<file path="src/rtl/alu_hs_pkg.sv">
// Shared opcode and state definitions for the iterative handshake ALU.
package alu_hs_pkg;

  localparam int unsigned OPCODE_W = 4;

  localparam logic [OPCODE_W-1:0] OP_ADD  = 4'd0;
  localparam logic [OPCODE_W-1:0] OP_SUB  = 4'd1;
  localparam logic [OPCODE_W-1:0] OP_AND  = 4'd2;
  localparam logic [OPCODE_W-1:0] OP_OR   = 4'd3;
  localparam logic [OPCODE_W-1:0] OP_XOR  = 4'd4;
  localparam logic [OPCODE_W-1:0] OP_SLT  = 4'd5;
  localparam logic [OPCODE_W-1:0] OP_SLTU = 4'd6;
  localparam logic [OPCODE_W-1:0] OP_MUL  = 4'd7;
  localparam logic [OPCODE_W-1:0] OP_MULS = 4'd8;
  localparam logic [OPCODE_W-1:0] OP_LAST = 4'd8;

  typedef enum logic [1:0] {
    IDLE = 2'd0,
    EXEC = 2'd1,
    MUL  = 2'd2,
    HOLD = 2'd3
  } state_e;

  function automatic logic is_mul_op(input logic [OPCODE_W-1:0] op);
    return (op == OP_MUL) || (op == OP_MULS);
  endfunction

endpackage

</file>
<file path="src/rtl/alu_iterative_hs_if.sv">
// Operand/result handshake bundle between producer, ALU and consumer.
interface alu_iterative_hs_if
  import alu_hs_pkg::*;
#(
  parameter int unsigned WIDTH = 8
) ();
  logic                  in_valid;
  logic                  in_ready;
  logic [WIDTH-1:0]      a;
  logic [WIDTH-1:0]      b;
  logic [OPCODE_W-1:0]   opcode;
  logic                  out_valid;
  logic                  out_ready;
  logic [2*WIDTH-1:0]    result;
  logic                  flag_zero;
  logic                  flag_carry;
  logic                  err;
  logic                  busy;

  modport slave (
    input  in_valid, a, b, opcode, out_ready,
    output in_ready, out_valid, result, flag_zero, flag_carry, err, busy
  );

  modport master (
    output in_valid, a, b, opcode, out_ready,
    input  in_ready, out_valid, result, flag_zero, flag_carry, err, busy
  );
endinterface

</file>
<file path="src/rtl/alu_shift_add_mul.sv">
// Iterative shift-add multiplier, one partial product per cycle over WIDTH cycles.
// Signed mode multiplies magnitudes and negates when operand signs differ.
module alu_shift_add_mul #(
  parameter int unsigned WIDTH = 8
) (
  input  logic               clk,
  input  logic               rst_n,
  input  logic               start,
  input  logic               signed_mode,
  input  logic [WIDTH-1:0]   a,
  input  logic [WIDTH-1:0]   b,
  output logic               done,
  output logic [2*WIDTH-1:0] product
);
  localparam int unsigned PW = 2 * WIDTH;
  localparam int unsigned CW = $clog2(WIDTH);

  logic             run_q;
  logic [CW-1:0]    cnt_q;
  logic [PW-1:0]    mcand_q;
  logic [PW-1:0]    acc_q;
  logic [WIDTH-1:0] mplier_q;
  logic             neg_q;

  logic             a_neg;
  logic             b_neg;
  logic [WIDTH-1:0] a_mag;
  logic [WIDTH-1:0] b_mag;
  logic [PW-1:0]    acc_d;

  // Unsigned magnitude of the most-negative value is itself, so no special case.
  always_comb begin
    a_neg   = signed_mode & a[WIDTH-1];
    b_neg   = signed_mode & b[WIDTH-1];
    a_mag   = a_neg ? WIDTH'(-a) : a;
    b_mag   = b_neg ? WIDTH'(-b) : b;
    acc_d   = acc_q + (mplier_q[0] ? mcand_q : '0);
    done    = run_q && (cnt_q == CW'(WIDTH - 1));
    product = neg_q ? PW'(-acc_d) : acc_d;
  end

  always_ff @(posedge clk or negedge rst_n) begin
    if (!rst_n) begin
      run_q    <= 1'b0;
      cnt_q    <= '0;
      mcand_q  <= '0;
      acc_q    <= '0;
      mplier_q <= '0;
      neg_q    <= 1'b0;
    end else if (start) begin
      run_q    <= 1'b1;
      cnt_q    <= '0;
      mcand_q  <= PW'(a_mag);
      acc_q    <= '0;
      mplier_q <= b_mag;
      neg_q    <= a_neg ^ b_neg;
    end else if (run_q) begin
      acc_q    <= acc_d;
      mcand_q  <= mcand_q << 1;
      mplier_q <= mplier_q >> 1;
      cnt_q    <= cnt_q + CW'(1);
      if (done) run_q <= 1'b0;
    end
  end

endmodule

</file>
<file path="src/rtl/alu_iterative_hs.sv">
// Handshake ALU: FSM, operand latch, single-cycle ops and result hold register;
// multiplies are delegated to the iterative shift-add unit.
module alu_iterative_hs
  import alu_hs_pkg::*;
#(
  parameter int unsigned WIDTH = 8
) (
  input  logic               clk,
  input  logic               rst_n,
  alu_iterative_hs_if.slave  bus
);
  localparam int unsigned PW = 2 * WIDTH;

  state_e              state_q, state_d;
  logic [WIDTH-1:0]    a_q, a_d;
  logic [WIDTH-1:0]    b_q, b_d;
  logic [OPCODE_W-1:0] op_q, op_d;
  logic [PW-1:0]       res_q, res_d;
  logic                zero_q, zero_d;
  logic                carry_q, carry_d;
  logic                err_q, err_d;
  logic                out_valid_q, out_valid_d;
  logic                mul_start;

  logic [PW-1:0]       exec_res;
  logic                exec_carry;
  logic                exec_err;
  logic [WIDTH:0]      sum;
  logic [WIDTH-1:0]    diff;
  logic                mul_done;
  logic [PW-1:0]       mul_product;

  alu_shift_add_mul #(.WIDTH(WIDTH)) u_mul (
    .clk         (clk),
    .rst_n       (rst_n),
    .start       (mul_start),
    .signed_mode (bus.opcode == OP_MULS),
    .a           (bus.a),
    .b           (bus.b),
    .done        (mul_done),
    .product     (mul_product)
  );

  // Single-cycle datapath on latched operands.
  always_comb begin
    exec_res   = '0;
    exec_carry = 1'b0;
    exec_err   = 1'b0;
    sum        = {1'b0, a_q} + {1'b0, b_q};
    diff       = a_q - b_q;
    if (op_q > OP_LAST) begin
      exec_err = 1'b1;
    end else begin
      case (op_q)
        OP_ADD: begin
          exec_res   = PW'(sum);
          exec_carry = sum[WIDTH];
        end
        OP_SUB: begin
          exec_res   = PW'(diff);
          exec_carry = a_q < b_q;
        end
        OP_AND:  exec_res = PW'(a_q & b_q);
        OP_OR:   exec_res = PW'(a_q | b_q);
        OP_XOR:  exec_res = PW'(a_q ^ b_q);
        OP_SLT:  exec_res = PW'($signed(a_q) < $signed(b_q));
        OP_SLTU: exec_res = PW'(a_q < b_q);
        default: exec_res = '0;
      endcase
    end
  end

  // Next-state and register-update logic.
  always_comb begin
    state_d     = state_q;
    a_d         = a_q;
    b_d         = b_q;
    op_d        = op_q;
    res_d       = res_q;
    zero_d      = zero_q;
    carry_d     = carry_q;
    err_d       = err_q;
    out_valid_d = out_valid_q;
    mul_start   = 1'b0;
    case (state_q)
      IDLE: begin
        if (bus.in_valid) begin
          a_d  = bus.a;
          b_d  = bus.b;
          op_d = bus.opcode;
          if (is_mul_op(bus.opcode)) begin
            mul_start = 1'b1;
            state_d   = MUL;
          end else begin
            state_d   = EXEC;
          end
        end
      end
      EXEC: begin
        res_d       = exec_res;
        zero_d      = (exec_res == '0);
        carry_d     = exec_carry;
        err_d       = exec_err;
        out_valid_d = 1'b1;
        state_d     = HOLD;
      end
      MUL: begin
        if (mul_done) begin
          res_d       = mul_product;
          zero_d      = (mul_product == '0);
          carry_d     = 1'b0;
          err_d       = 1'b0;
          out_valid_d = 1'b1;
          state_d     = HOLD;
        end
      end
      HOLD: begin
        if (bus.out_ready) begin
          out_valid_d = 1'b0;
          state_d     = IDLE;
        end
      end
      default: state_d = IDLE;
    endcase
  end

  always_ff @(posedge clk or negedge rst_n) begin
    if (!rst_n) begin
      state_q     <= IDLE;
      a_q         <= '0;
      b_q         <= '0;
      op_q        <= '0;
      res_q       <= '0;
      zero_q      <= 1'b0;
      carry_q     <= 1'b0;
      err_q       <= 1'b0;
      out_valid_q <= 1'b0;
    end else begin
      state_q     <= state_d;
      a_q         <= a_d;
      b_q         <= b_d;
      op_q        <= op_d;
      res_q       <= res_d;
      zero_q      <= zero_d;
      carry_q     <= carry_d;
      err_q       <= err_d;
      out_valid_q <= out_valid_d;
    end
  end

  assign bus.in_ready   = (state_q == IDLE);
  assign bus.busy       = (state_q != IDLE);
  assign bus.out_valid  = out_valid_q;
  assign bus.result     = res_q;
  assign bus.flag_zero  = zero_q;
  assign bus.flag_carry = carry_q;
  assign bus.err        = err_q;

endmodule

</file>
<file path="src/flat_wrapper.sv">
// flat-port wrapper written by rule: the top's interface ports become plain ports
module alu_iterative_hs_flat import alu_hs_pkg::*;
#(
  parameter int unsigned WIDTH = 8
)
  (clk, rst_n, bus_in_valid, bus_a, bus_b, bus_opcode, bus_out_ready, bus_in_ready, bus_out_valid, bus_result, bus_flag_zero, bus_flag_carry, bus_err, bus_busy);
  alu_iterative_hs_if #(.WIDTH(WIDTH)) bus_i ();
  input  logic clk;
  input  logic rst_n;
  input wire logic [$bits(bus_i.in_valid)-1:0] bus_in_valid;
  input wire logic [$bits(bus_i.a)-1:0] bus_a;
  input wire logic [$bits(bus_i.b)-1:0] bus_b;
  input wire logic [$bits(bus_i.opcode)-1:0] bus_opcode;
  input wire logic [$bits(bus_i.out_ready)-1:0] bus_out_ready;
  output wire logic [$bits(bus_i.in_ready)-1:0] bus_in_ready;
  output wire logic [$bits(bus_i.out_valid)-1:0] bus_out_valid;
  output wire logic [$bits(bus_i.result)-1:0] bus_result;
  output wire logic [$bits(bus_i.flag_zero)-1:0] bus_flag_zero;
  output wire logic [$bits(bus_i.flag_carry)-1:0] bus_flag_carry;
  output wire logic [$bits(bus_i.err)-1:0] bus_err;
  output wire logic [$bits(bus_i.busy)-1:0] bus_busy;
  assign bus_i.in_valid = bus_in_valid;
  assign bus_i.a = bus_a;
  assign bus_i.b = bus_b;
  assign bus_i.opcode = bus_opcode;
  assign bus_i.out_ready = bus_out_ready;
  assign bus_in_ready = bus_i.in_ready;
  assign bus_out_valid = bus_i.out_valid;
  assign bus_result = bus_i.result;
  assign bus_flag_zero = bus_i.flag_zero;
  assign bus_flag_carry = bus_i.flag_carry;
  assign bus_err = bus_i.err;
  assign bus_busy = bus_i.busy;
  alu_iterative_hs #(.WIDTH(WIDTH)) u_core (.clk(clk), .rst_n(rst_n), .bus(bus_i));
endmodule
</file>
<file path="config.mk">
export PLATFORM = sky130hd
export DESIGN_NAME = alu_iterative_hs_flat
export DESIGN_NICKNAME = d
export VERILOG_FILES = /design/src/rtl/alu_hs_pkg.sv /design/src/rtl/alu_iterative_hs_if.sv /design/src/rtl/alu_shift_add_mul.sv /design/src/rtl/alu_iterative_hs.sv /design/src/flat_wrapper.sv
export SDC_FILE = /design/constraint.sdc
export NUM_CORES = 1
export LEC_CHECK = 0
export ABC_AREA = 1
export CORE_AREA = 2 2 153 155
export DETAILED_ROUTE_END_ITERATION = 7
export DIE_AREA = 0 0 155 157
export MAX_ROUTING_LAYER = met4
export PLACE_DENSITY = 0.48
export REMOVE_ABC_BUFFERS = 1
export SETUP_SLACK_MARGIN = 0.3
export SLEW_MARGIN = 20
export SYNTH_ARGS = -nofsm -noshare
export SYNTH_HDL_FRONTEND = slang
export SYNTH_SLANG_ARGS = --single-unit
</file>
<file path="constraint.sdc">
create_clock -name clk -period 6.1 [get_ports clk]
set_input_delay 0.915 -clock clk [delete_from_list [all_inputs] [get_ports clk]]
set_output_delay 0.915 -clock clk [all_outputs]
set_load 0.03 [all_outputs]
</file>
==> flow_metrics.tcl <==
set metrics [dict create \
    cp_max_fo 29 \
    place_ws_ns 1.662 \
    ant_nets 0 \
    path_class "in2reg" \
    synth-edff-count 0 \
    avgRoutedWirePerCell_microns 14.87 \
    fin_util_pct 34.40 \
    area_growth_pct 15.65 \
    pwr-share-seq_pct 23.7 \
    swShare_pct 52.59 \
    viasPerCell 4.714 \
    ys_seq_area_share_pct 32.53 \
    clk_path_buf_depth 2 \
    place_congestion 0.8716 \
    ys_types 48 \
    ys_warn_count 0 \
    antennaDiodeCount 0 \
    drc_errors 0 \
    cts_resized 0 \
    antenna_found_initial 0 \
    cts_sinks 87 \
    routed_wl_mm 19.24 \
    drv_cap 0 \
    netlist_area_sq_um 6693 \
    root_buffer "clkbuf_16" \
    dp_cells 1278 \
    rows 55 \
    cts_buffers 9 \
    switching_power_mw 2.242 \
    finalWorstPathRequiredPeriod_ns 4.068 \
    place_hpwl_mm 15.36 \
    ys.flop_type "dfrtp_1" \
    min_path_type "reg2reg" \
    start_util_pct 29.74 \
    grt_use_total_pct 16.72 \
    drt_pass1_iterations 5 \
    cellPowerDensity_nw_per_um2 550.9 \
    drive_gt1_share_pct 6.938 \
    io_buffers 45 \
    rsz0062_at_grt "false" \
    cp-end-kind "flop" \
    grt_pass1_vias 5829 \
    grt_max_degree 63 \
    comb_power_share_pct 62.6 \
    synth_seq_cells 87 \
    grt_overflow 0 \
    die_w_microns 155 \
    grt_pass1_wl_mm 31.04 \
    start_kind "primary input" \
    crit_arrival_ns 4.30 \
    hold_buffers 0 \
    finClkSkew_ns 0.01334 \
    maxSlewViolCount 0 \
    insertion_delay_ns 0.35 \
    status "complete, no violations" \
    p_leak_nw 4.023 \
    post-cts-setup-buffer-count 0 \
    finalWorstSetupSlack_ns 2.032 \
    min_period_over_period_pct 66.68 \
    p_int_mw 2.022 \
    critical_path_required_ns 6.34 \
    netlist_instances 965 \
    drtIter0Drc 391 \
    finalSetupViolations 0 \
    vias 6100 \
    dieArea_sq_um 24340 \
    peakVddDrop_mv 0.1734 \
    cts_tree "built" \
    postSynth.asyncResetShare_pct 100.0 \
    tightestPinTransition_ns 0.9941 \
    io_pins 46 \
    power_mw 4.264 \
    clk_pin_slew_ns 0.06 \
    slew_headroom_pct 33.66 \
    report.final.hold_viol_count 0 \
    fin_nets 1078 \
    htreeDepth 3 \
    p_clk_share_pct 13.7 \
    fmax_mhz 245.9 \
    final_cells 1294 \
    core_area_sq_um 22500 \
    syn_avg_cell_area_sq_um 6.935 \
    die_y_microns 157 \
    setup_tns_ns 0 \
]
[per-stage QoR]
stage,hold slack [ns],instance area (sq um)
detailed placement,0.4718,7437
finish,0.4845,7740
floorplan,0.4534,6610
CTS,0.4910,7740
global route,0.5052,7740
global placement,0.4690,7437
[final timing paths]
kind | slack (ns) | from | endpoint | cells after the start
min reg2reg | 0.48 | u_core.u_mul.cnt_q[0] | u_core.u_mul.cnt_q[0] | 1
max reg2reg | 2.80 | u_core.u_mul.mplier_q[0] | u_core.bus.flag_zero | 20
min in group asynchronous | 0.49 | rst_n | u_core.bus.result[9] | 1
max | 2.03 | bus_opcode[3] | u_core.u_mul.cnt_q[1] | 9
min | 0.48 | u_core.u_mul.cnt_q[0] | u_core.u_mul.cnt_q[0] | 1
max in group asynchronous | 4.46 | rst_n | u_core.a_q[1] | 2
[cell type report]
cell class	count	area, sq um
clock buffers	9	225.2
multi-input cells	691	3805
well taps	285	356.6
flip-flops and latches	87	2177
repair buffers	48	470.5
fillers	2438	14760
inverters	167	628.1
clock inverters	7	77.57
[power by group through the flow]
stage / Combinational (mW) / Clock [mW] / Sequential, mW
2_1_floorplan: 1.84 / 0 / 1.05
3_3_place_gp: 2.68 / 0 / 1.02
3_5_place_dp: 2.67 / 0 / 1.02
4_1_cts: 2.68 / 0.601 / 1.01
5_1_grt: 3.02 / 0.619 / 1.05
6_report: 2.67 / 0.585 / 1.01
[critical path: stages]
cell             delay (ns)
clkdlybuf4s50_1        0.47
inv_1                  0.06
nor4_2                 0.61
a31oi_1                0.19
nor2_1                 0.19
nand2_1                0.37
nand2_1                0.53
inv_1                  0.58
a22o_1                 0.36
[placed cells by master (no fill, tap or decap), drive strengths merged, types with 4 or more instances in the layout]
master	Yosys	routed
nor3	8	8
dfrtp	87	87
a21oi	32	32
o21ai	70	70
clkinv	4	5
xor2	7	7
nand3	83	83
buf	7	4
clkdlybuf4s50	0	44
o211ai	13	13
ha	47	47
clkbuf	13	9
nand2	298	298
a22o	4	4
o221ai	10	10
nor2	70	70
nand4	8	8
inv	163	167
o22ai	11	11
[flip-flops by register name, summed over array words and instances (netlist names), 2 cells and up]
signal	flops
u_core.a_q	8
u_core.b_q	8
u_core.bus.result	16
u_core.op_q	4
u_core.state_q	2
u_core.u_mul.acc_q	16
u_core.u_mul.cnt_q	3
u_core.u_mul.mcand_q	16
u_core.u_mul.mplier_q	8
[per-layer routing]
| layer | up-vias | track usage [%] | wire length [microns] |
|---|---|---|---|
| li1 | 3194 | - | - |
| met1 | 2773 | 24.25 | 10190 |
| met2 | 122 | 24.70 | 8164 |
| met3 | 11 | 2.643 | 710 |
| met4 | 0 | 3.219 | 170 |
| met5 | - | - | 0 |
[cell usage after synthesis (4+ instances only)]
master / instances / area [sq um]
inv_2: 7 / 26.28
clkbuf_1: 13 / 48.80
nand2_1: 275 / 1032
nor2_2: 5 / 31.28
nand2_2: 17 / 106.4
o21ai_0: 69 / 345.3
nand4_1: 8 / 50.05
o221ai_1: 10 / 87.58
nand2_4: 6 / 67.56
buf_2: 6 / 30.03
inv_1: 156 / 585.6
dfrtp_1: 87 / 2177
nand3_2: 4 / 40.04
o211ai_1: 13 / 97.59
nor2_1: 61 / 229.0
a21oi_1: 31 / 155.2
o22ai_1: 11 / 68.82
ha_1: 47 / 588.1
nor3_1: 8 / 40.04
xor2_1: 7 / 61.31
a22o_1: 4 / 35.03
nand3_1: 77 / 385.4
[cell families after synthesis]
family,share of synthesized area [%]
AOI/OAI and AO/OA,13.89
and+or+nand+nor,31.97
DFF,32.53
buffers and inverters,10.62
xor gates and xnor gates,1.309
adders and majority gates,9.684
Power figures use the tool's default switching activity.
